===== src/rtl/period_meter.sv =====
// Measures period and high time of a slow periodic input in clk_in cycles,
// with a sticky loss-of-signal timeout.
module period_meter #(
   parameter int unsigned CNT_WIDTH      = 32,
   parameter int unsigned TIMEOUT_CYCLES = 100000000,
   parameter int unsigned SYNC_STAGES    = 2
) (
   input  logic                 clk_in,
   input  logic                 reset,
   input  logic                 sig_in,
   input  logic                 enable,
   output logic [CNT_WIDTH-1:0] period_out,
   output logic [CNT_WIDTH-1:0] high_out,
   output logic                 valid,
   output logic                 timeout,
   output logic                 measuring
);

   typedef enum logic [1:0] {IDLE, ARM, MEAS} state_t;

   localparam logic [CNT_WIDTH-1:0] CNT_ONE   = CNT_WIDTH'(1);
   localparam logic [CNT_WIDTH-1:0] CNT_LIMIT = CNT_WIDTH'(TIMEOUT_CYCLES);

   logic [SYNC_STAGES-1:0] sync_q;
   logic                   s_sync;
   logic                   s_prev;
   logic                   rise;
   logic                   fall;

   state_t                 state_q, state_d;
   logic [CNT_WIDTH-1:0]   cnt_q, cnt_d;
   logic [CNT_WIDTH-1:0]   hi_cap_q, hi_cap_d;
   logic [CNT_WIDTH-1:0]   period_d, high_d;
   logic                   valid_d, timeout_d;

   assign s_sync    = sync_q[SYNC_STAGES-1];
   assign rise      = s_sync & ~s_prev;
   assign fall      = ~s_sync & s_prev;
   assign measuring = (state_q == MEAS);

   always_ff @(posedge clk_in or negedge reset) begin
      if (!reset) begin
         sync_q     <= '0;
         s_prev     <= 1'b0;
         state_q    <= IDLE;
         cnt_q      <= '0;
         hi_cap_q   <= '0;
         period_out <= '0;
         high_out   <= '0;
         valid      <= 1'b0;
         timeout    <= 1'b0;
      end else begin
         sync_q     <= {sync_q[SYNC_STAGES-2:0], sig_in};
         s_prev     <= s_sync;
         state_q    <= state_d;
         cnt_q      <= cnt_d;
         hi_cap_q   <= hi_cap_d;
         period_out <= period_d;
         high_out   <= high_d;
         valid      <= valid_d;
         timeout    <= timeout_d;
      end
   end

   // A rise is checked before the limit so a period equal to the limit still measures.
   always_comb begin
      state_d   = state_q;
      cnt_d     = cnt_q;
      hi_cap_d  = hi_cap_q;
      period_d  = period_out;
      high_d    = high_out;
      valid_d   = 1'b0;
      timeout_d = timeout;

      if (!enable) begin
         state_d = IDLE;
         cnt_d   = '0;
      end else begin
         case (state_q)
            IDLE: begin
               cnt_d   = '0;
               state_d = ARM;
            end
            ARM: begin
               if (rise) begin
                  cnt_d    = CNT_ONE;
                  hi_cap_d = '0;
                  state_d  = MEAS;
               end else if (cnt_q >= CNT_LIMIT) begin
                  timeout_d = 1'b1;
                  cnt_d     = '0;
               end else begin
                  cnt_d = cnt_q + CNT_ONE;
               end
            end
            MEAS: begin
               if (rise) begin
                  period_d  = cnt_q;
                  high_d    = hi_cap_q;
                  valid_d   = 1'b1;
                  timeout_d = 1'b0;
                  cnt_d     = CNT_ONE;
                  hi_cap_d  = '0;
               end else if (cnt_q >= CNT_LIMIT) begin
                  timeout_d = 1'b1;
                  cnt_d     = '0;
                  state_d   = ARM;
               end else begin
                  cnt_d = cnt_q + CNT_ONE;
                  if (fall) begin
                     hi_cap_d = cnt_q;
                  end
               end
            end
            default: begin
               state_d = IDLE;
               cnt_d   = '0;
            end
         endcase
      end
   end

endmodule


===== config.mk =====
export PLATFORM = sky130hd
export DESIGN_NAME = period_meter
export DESIGN_NICKNAME = d
export VERILOG_FILES = /design/src/rtl/period_meter.sv
export SDC_FILE = /design/constraint.sdc
export NUM_CORES = 1
export LEC_CHECK = 0
export BUFFER_PORTS_ARGS = -buffer_cell sky130_fd_sc_hd__buf_2
export CAP_MARGIN = 20
export CORE_MARGIN = 2
export CORE_UTILIZATION = 45
export DETAILED_ROUTE_END_ITERATION = 12
export PLACE_DENSITY_LB_ADDON = 0.12
export SYNTH_ARGS = -nofsm -noshare
export SYNTH_HDL_FRONTEND = slang
export SYNTH_SLANG_ARGS = --single-unit

===== constraint.sdc =====
create_clock -name clk_in -period 2.9 [get_ports clk_in]
set_clock_uncertainty 0.2 [all_clocks]
set_input_delay 0.58 -clock clk_in [delete_from_list [all_inputs] [get_ports clk_in]]
set_output_delay 0.58 -clock clk_in [all_outputs]
set_load 0.02 [all_outputs]

### Yosys cells after proc, flatten, opt, wreduce, memory -nomap -nowiden

Cells that the tools add are included.

| storage, ports and cells | value |
|---|---|
| word-level logic and storage cells | 52 |
| register bits after elaboration | 135 |
| output and inout port bits | 67 |

| cells by class | value |
|---|---|
| multiplexer cells | 21 |
| $lt $le $gt $ge | 1 |
| bitwise gates (word level) | 4 |
| reductions and logical operators | 7 |
| $add $sub $neg | 1 |
| eq/ne operators | 9 |

Operators with widths:

| operator | count |
|---|---|
| two-way mux 32 bit | 8 |
| case mux 32 bit (2 select lines) | 1 |
| adder 32 x 1 -> 32 bit (second input constant) | 1 |
| >= comparator 32 x 27 -> 1 bit (second input constant) | 1 |
| inequality test 3 bit (second input constant) | 3 |
| AND reduction 3 bit | 3 |
| two-way mux 2 bit | 4 |
| two-way mux 1 bit | 6 |
| case mux 2 bit (3 select lines) | 1 |
| AND reduction 5 bit | 1 |
| inequality test 2 bit (second input constant) | 2 |
| inequality test 3 x 1 -> 1 bit (second input constant) | 1 |
| inequality test 3 x 2 -> 1 bit (second input constant) | 1 |
| bitwise AND 1 bit | 2 |
| == test 2 x 1 -> 1 bit (second input constant) | 1 |
| == test 2 bit (second input constant) | 1 |
| logical NOT 2 bit | 1 |
| NOT 1 bit | 2 |
| case mux 1 bit (2 select lines) | 1 |
| nonzero test 2 bit | 1 |
| OR reduction 2 bit | 1 |

### Longest topological paths before layout

| depth | value |
|---|---|
| depth in word-level cells | 6 |
| depth in mapped cells | 8 |
| gate-level depth less buffers | 7 |

### Least setup slack after synthesis

Ideal clock, no wire load.

| timing path | value |
|---|---|
| path kind | register to register |
| start | register state_q[0] |
| end | register high_out[10] |
| path slack | 729 ps |
| setup time | 125 ps |
| cell stages (with the launch flop) | 7 |
| required time | 2575 ps |
| arrival | 1846 ps |
| path through | dfrtp_1 > inv_1 > ha_1 > clkbuf_1 > nand3_1 > clkbuf_1 > mux2_2 |

| on the way | value |
|---|---|
| cells in the longest elaborated chain, start to end | 2 |

RTL lines:

| element | line | source |
|---|---|---|
| start, declared | 30 | `state_t state_q, state_d;` |
| start signal, assigned | 55 | `state_q <= state_d;` |
| == test 2 bit | -- |  |
| net measuring | 16 | `output logic measuring` |
| AND reduction 3 bit (no source line) | -- |  |
| end signal, assigned | 59 | `high_out <= high_d;` |
| end, declared | 13 | `output logic [CNT_WIDTH-1:0] high_out,` |

The timed path passes the listed nets, and every way through them passes these cells.
A chain may end at the register's enable or synchronous reset.

### Final worst setup path

| timing path | value |
|---|---|
| start | register cnt_q[10] |
| end | register hi_cap_q[3] |

| on the way | value |
|---|---|
| cells in the longest elaborated chain, start to end | 3 |

RTL lines:

| element | line | source |
|---|---|---|
| start, declared | 31 | `logic [CNT_WIDTH-1:0] cnt_q, cnt_d;` |
| start signal, assigned | 56 | `cnt_q <= cnt_d;` |
| >= comparator 32 x 27 -> 1 bit | 104 | `end else if (cnt_q >= CNT_LIMIT) begin` |
| inequality test 3 bit (no source line) | -- |  |
| AND reduction 5 bit (no source line) | -- |  |
| end signal, assigned | 57 | `hi_cap_q <= hi_cap_d;` |
| end, declared | 32 | `logic [CNT_WIDTH-1:0] hi_cap_q, hi_cap_d;` |

No other way between the ends.

==> results.md <==
- Area grow syn2layout: 19.3%
- Clock power frac: 43.2%
- Yosys top cell area share: 59.6%
- First-pass GRT wire length: 19,300 um
- I/O Buffers: 70
- Async SR Flop Fraction: 100%
- Initial antenna violation count: 0
- Status: finished clean
- CTS sink count: 135
- Hold WC Path Type: primary input to flip-flop
- Synthesis Warnings: 0
- Synth top cells by count: dfrtp_1, mux2_2, nand2_1
- Area occupied by multi-input gates: 0.00214 mm2
- Avg WL per Cell: 16.3 um
- Setup bufs post-CTS: 0
- Power density cells: 658 mW/mm2
- Final WL: 11,800 um
- Setup ws final: 0.357 ns
- Diodes inserted: 0
- Vias in the first global route: 3,666
- Worst EP required: 3.03 ns
- Avg Inst Size Synth: 12.2 um2
- Layout cells sized above 1: 33.9%
- Tot GR Track Use: 19.0%
- FILL cells: 1,140
- Top FF cell, synth: dfrtp_1
- Reg power frac: 44.6%
- Maximum vdd ir drop: 0.502 mV
- Via Count: 3,758
- Die W: 116 um
- CP Data Arrival Time: 2.67 ns
- Post-synth EDFFs: 0
- Initial Utilization: 45.5%
- Slew @ Worst Pin: 0.679 ns
- Crit share post-route: 87.7%
- Max FO, Critical Path: 21
- Relative slew slack: 54.3%
- Overflow after GRT: 0
- Sw Ratio: 25.6%
- DRC viols: 0
- Count leader, synth: dfrtp_1
- CP Class: flip-flop to flip-flop
- Final core occ: 54.3%
- Psw: 1140 uW
- First-pass DRT Iterations: 5
- CTS H-Tree Depth: 4
- Average vias per placed instance: 5.20
- Distinct cell type count after synthesis: 47
- Clock Tree Root: clkbuf_16
- Mapped Area: 0.00567 mm2
- Cell leakage power: 0.00334 uW
- Clk slew on worst S/H paths: 0.05 ns
- Crit path launch type: flip-flop
- Combinational share of power: 12.2%
- Top cells by area, synth: dfrtp_1, mux2_2, nand4_1
- Fin crit period: 2.54 ns
- Flop and latch count out of synthesis: 135
- Internal power: 3310 uW
- Unrepaired setup endpoints after global routing: no
- Finish-stage setup viols: 0
- Cells after synthesis: 466
- Register area: 0.00338 mm2
- Fmax: 0.393 GHz
- I/O pin total: 71
- Synth area leader: dfrtp_1
- Worst reg2reg path depth: 6
- Total CTS buffers: 17
- RD Place Congestion: 0.791
- DRT antenna net count: 0
- Hold buffer count at CTS: 1
- Number of max-cap violations: 0
- Setup crit end kind: flip-flop
- Core area: 0.0125 mm2
- Hpwl dp: 7600 um
- Non-filler cells, final: 723
- Die area: 0.0135 mm2
- # resized after CTS: 0
- Pre-CTS worst setup slack: 0.393 ns
- Fin. max-slew vios: 0
- Worst skew pair latency: 0.42 ns
- Clock tree from TritonCTS: built
- DRT iter0 DRCs: 184
- Die height: 116 um
- Largest net degree at the start of global routing: 67
- WHS Path Cells: 1
- DP Cell Count: 693
- CTS Buffer Depth: 2
- Final hold vios: 0
- Sequential share of the synthesized area: 59.6%
- Nets: 551
- Row count: 41
- Setup TNS: 0 ns
==> critical path: stages (launching register included) <==
cell and delay (ns):
dfrtp_1 0.43, or4_1 0.57, o211ai_2 0.17, o211a_1 0.48, buf_4 0.37, nand4_1 0.13
o21ai_0 0.10
==> routing by layer <==
| metal | track usage, % | wire length [um] |
|---|---|---|
| met1 | 26.1 | 5570 |
| met2 | 28.3 | 5460 |
| met3 | 5.19 | 505 |
| met4 | 8.81 | 242 |
| met5 | 0 | 0 |
==> final cells by class <==
type,count,share of cell area (%)
Tap cell,172,3.18
Clock buffer,24,6.97
Multi-Input combinational cell,295,31.6
Clock inverter,5,0.740
Sequential cell,135,49.9
Timing Repair Buffer,83,7.12
Inverter,9,0.499
==> registers in the layout (all words and copies together) (netlist names) <==
register	flops
sync_q	2
valid	1
cnt_q	32
high_out	32
timeout	1
state_q	2
s_prev	1
hi_cap_q	32
period_out	32
==> power by group through the flow <==
stage	logic, uW	clock network [uW]	registers (uW)
after floorplan	303	0	2060
after global placement	536	0	2010
after detailed placement	549	0	2020
after CTS	550	1970	1990
after global routing	603	2060	1990
final	543	1930	1990
==> kinds of logic after synthesis <==
group	synth area share (%)
buffers and inverters	3.31
other	0.0661
flip-flops	59.6
AO/OA/AOI/OAI	5.27
XOR/XNOR	3.71
AND/OR/NAND/NOR	15.0
adder cells (fa/ha/maj)	1.32
multiplexers	11.7
==> cell usage in the layout (no fill, tap or decap), drive strengths merged, types with 6 or more instances in the layout <==
master and instances:
clkbuf 24, nand4 32, o21ai 35, inv 9, xnor2 12, nand3 12
dfrtp 135, buf 82, nor2 34, mux2 59, xor2 12, nand2 44
ha 6
==> final timing paths <==
kind,startpoint,to,slack (ns)
min,sig_in,sync_q[0],0.08
min in group asynchronous,reset,high_out[24],0.49
max reg2reg,cnt_q[10],hi_cap_q[3],0.36
max,cnt_q[10],hi_cap_q[3],0.36
min reg2reg,sync_q[0],sync_q[1],0.16
max in group asynchronous,reset,cnt_q[24],1.29
==> metrics by stage <==
stage | instance area (um2) | power [uW] | hold WS, ns
after floorplan | 5690 | 2360 | 0.0844
after CTS | 6770 | 4500 | 0.0667
after global placement | 6240 | 2550 | 0.148
after detailed placement | 6240 | 2560 | 0.152
after global routing | 6770 | 4660 | 0.0637
final | 6770 | 4450 | 0.0788
Note: power is estimated with default switching activity, not from simulation.
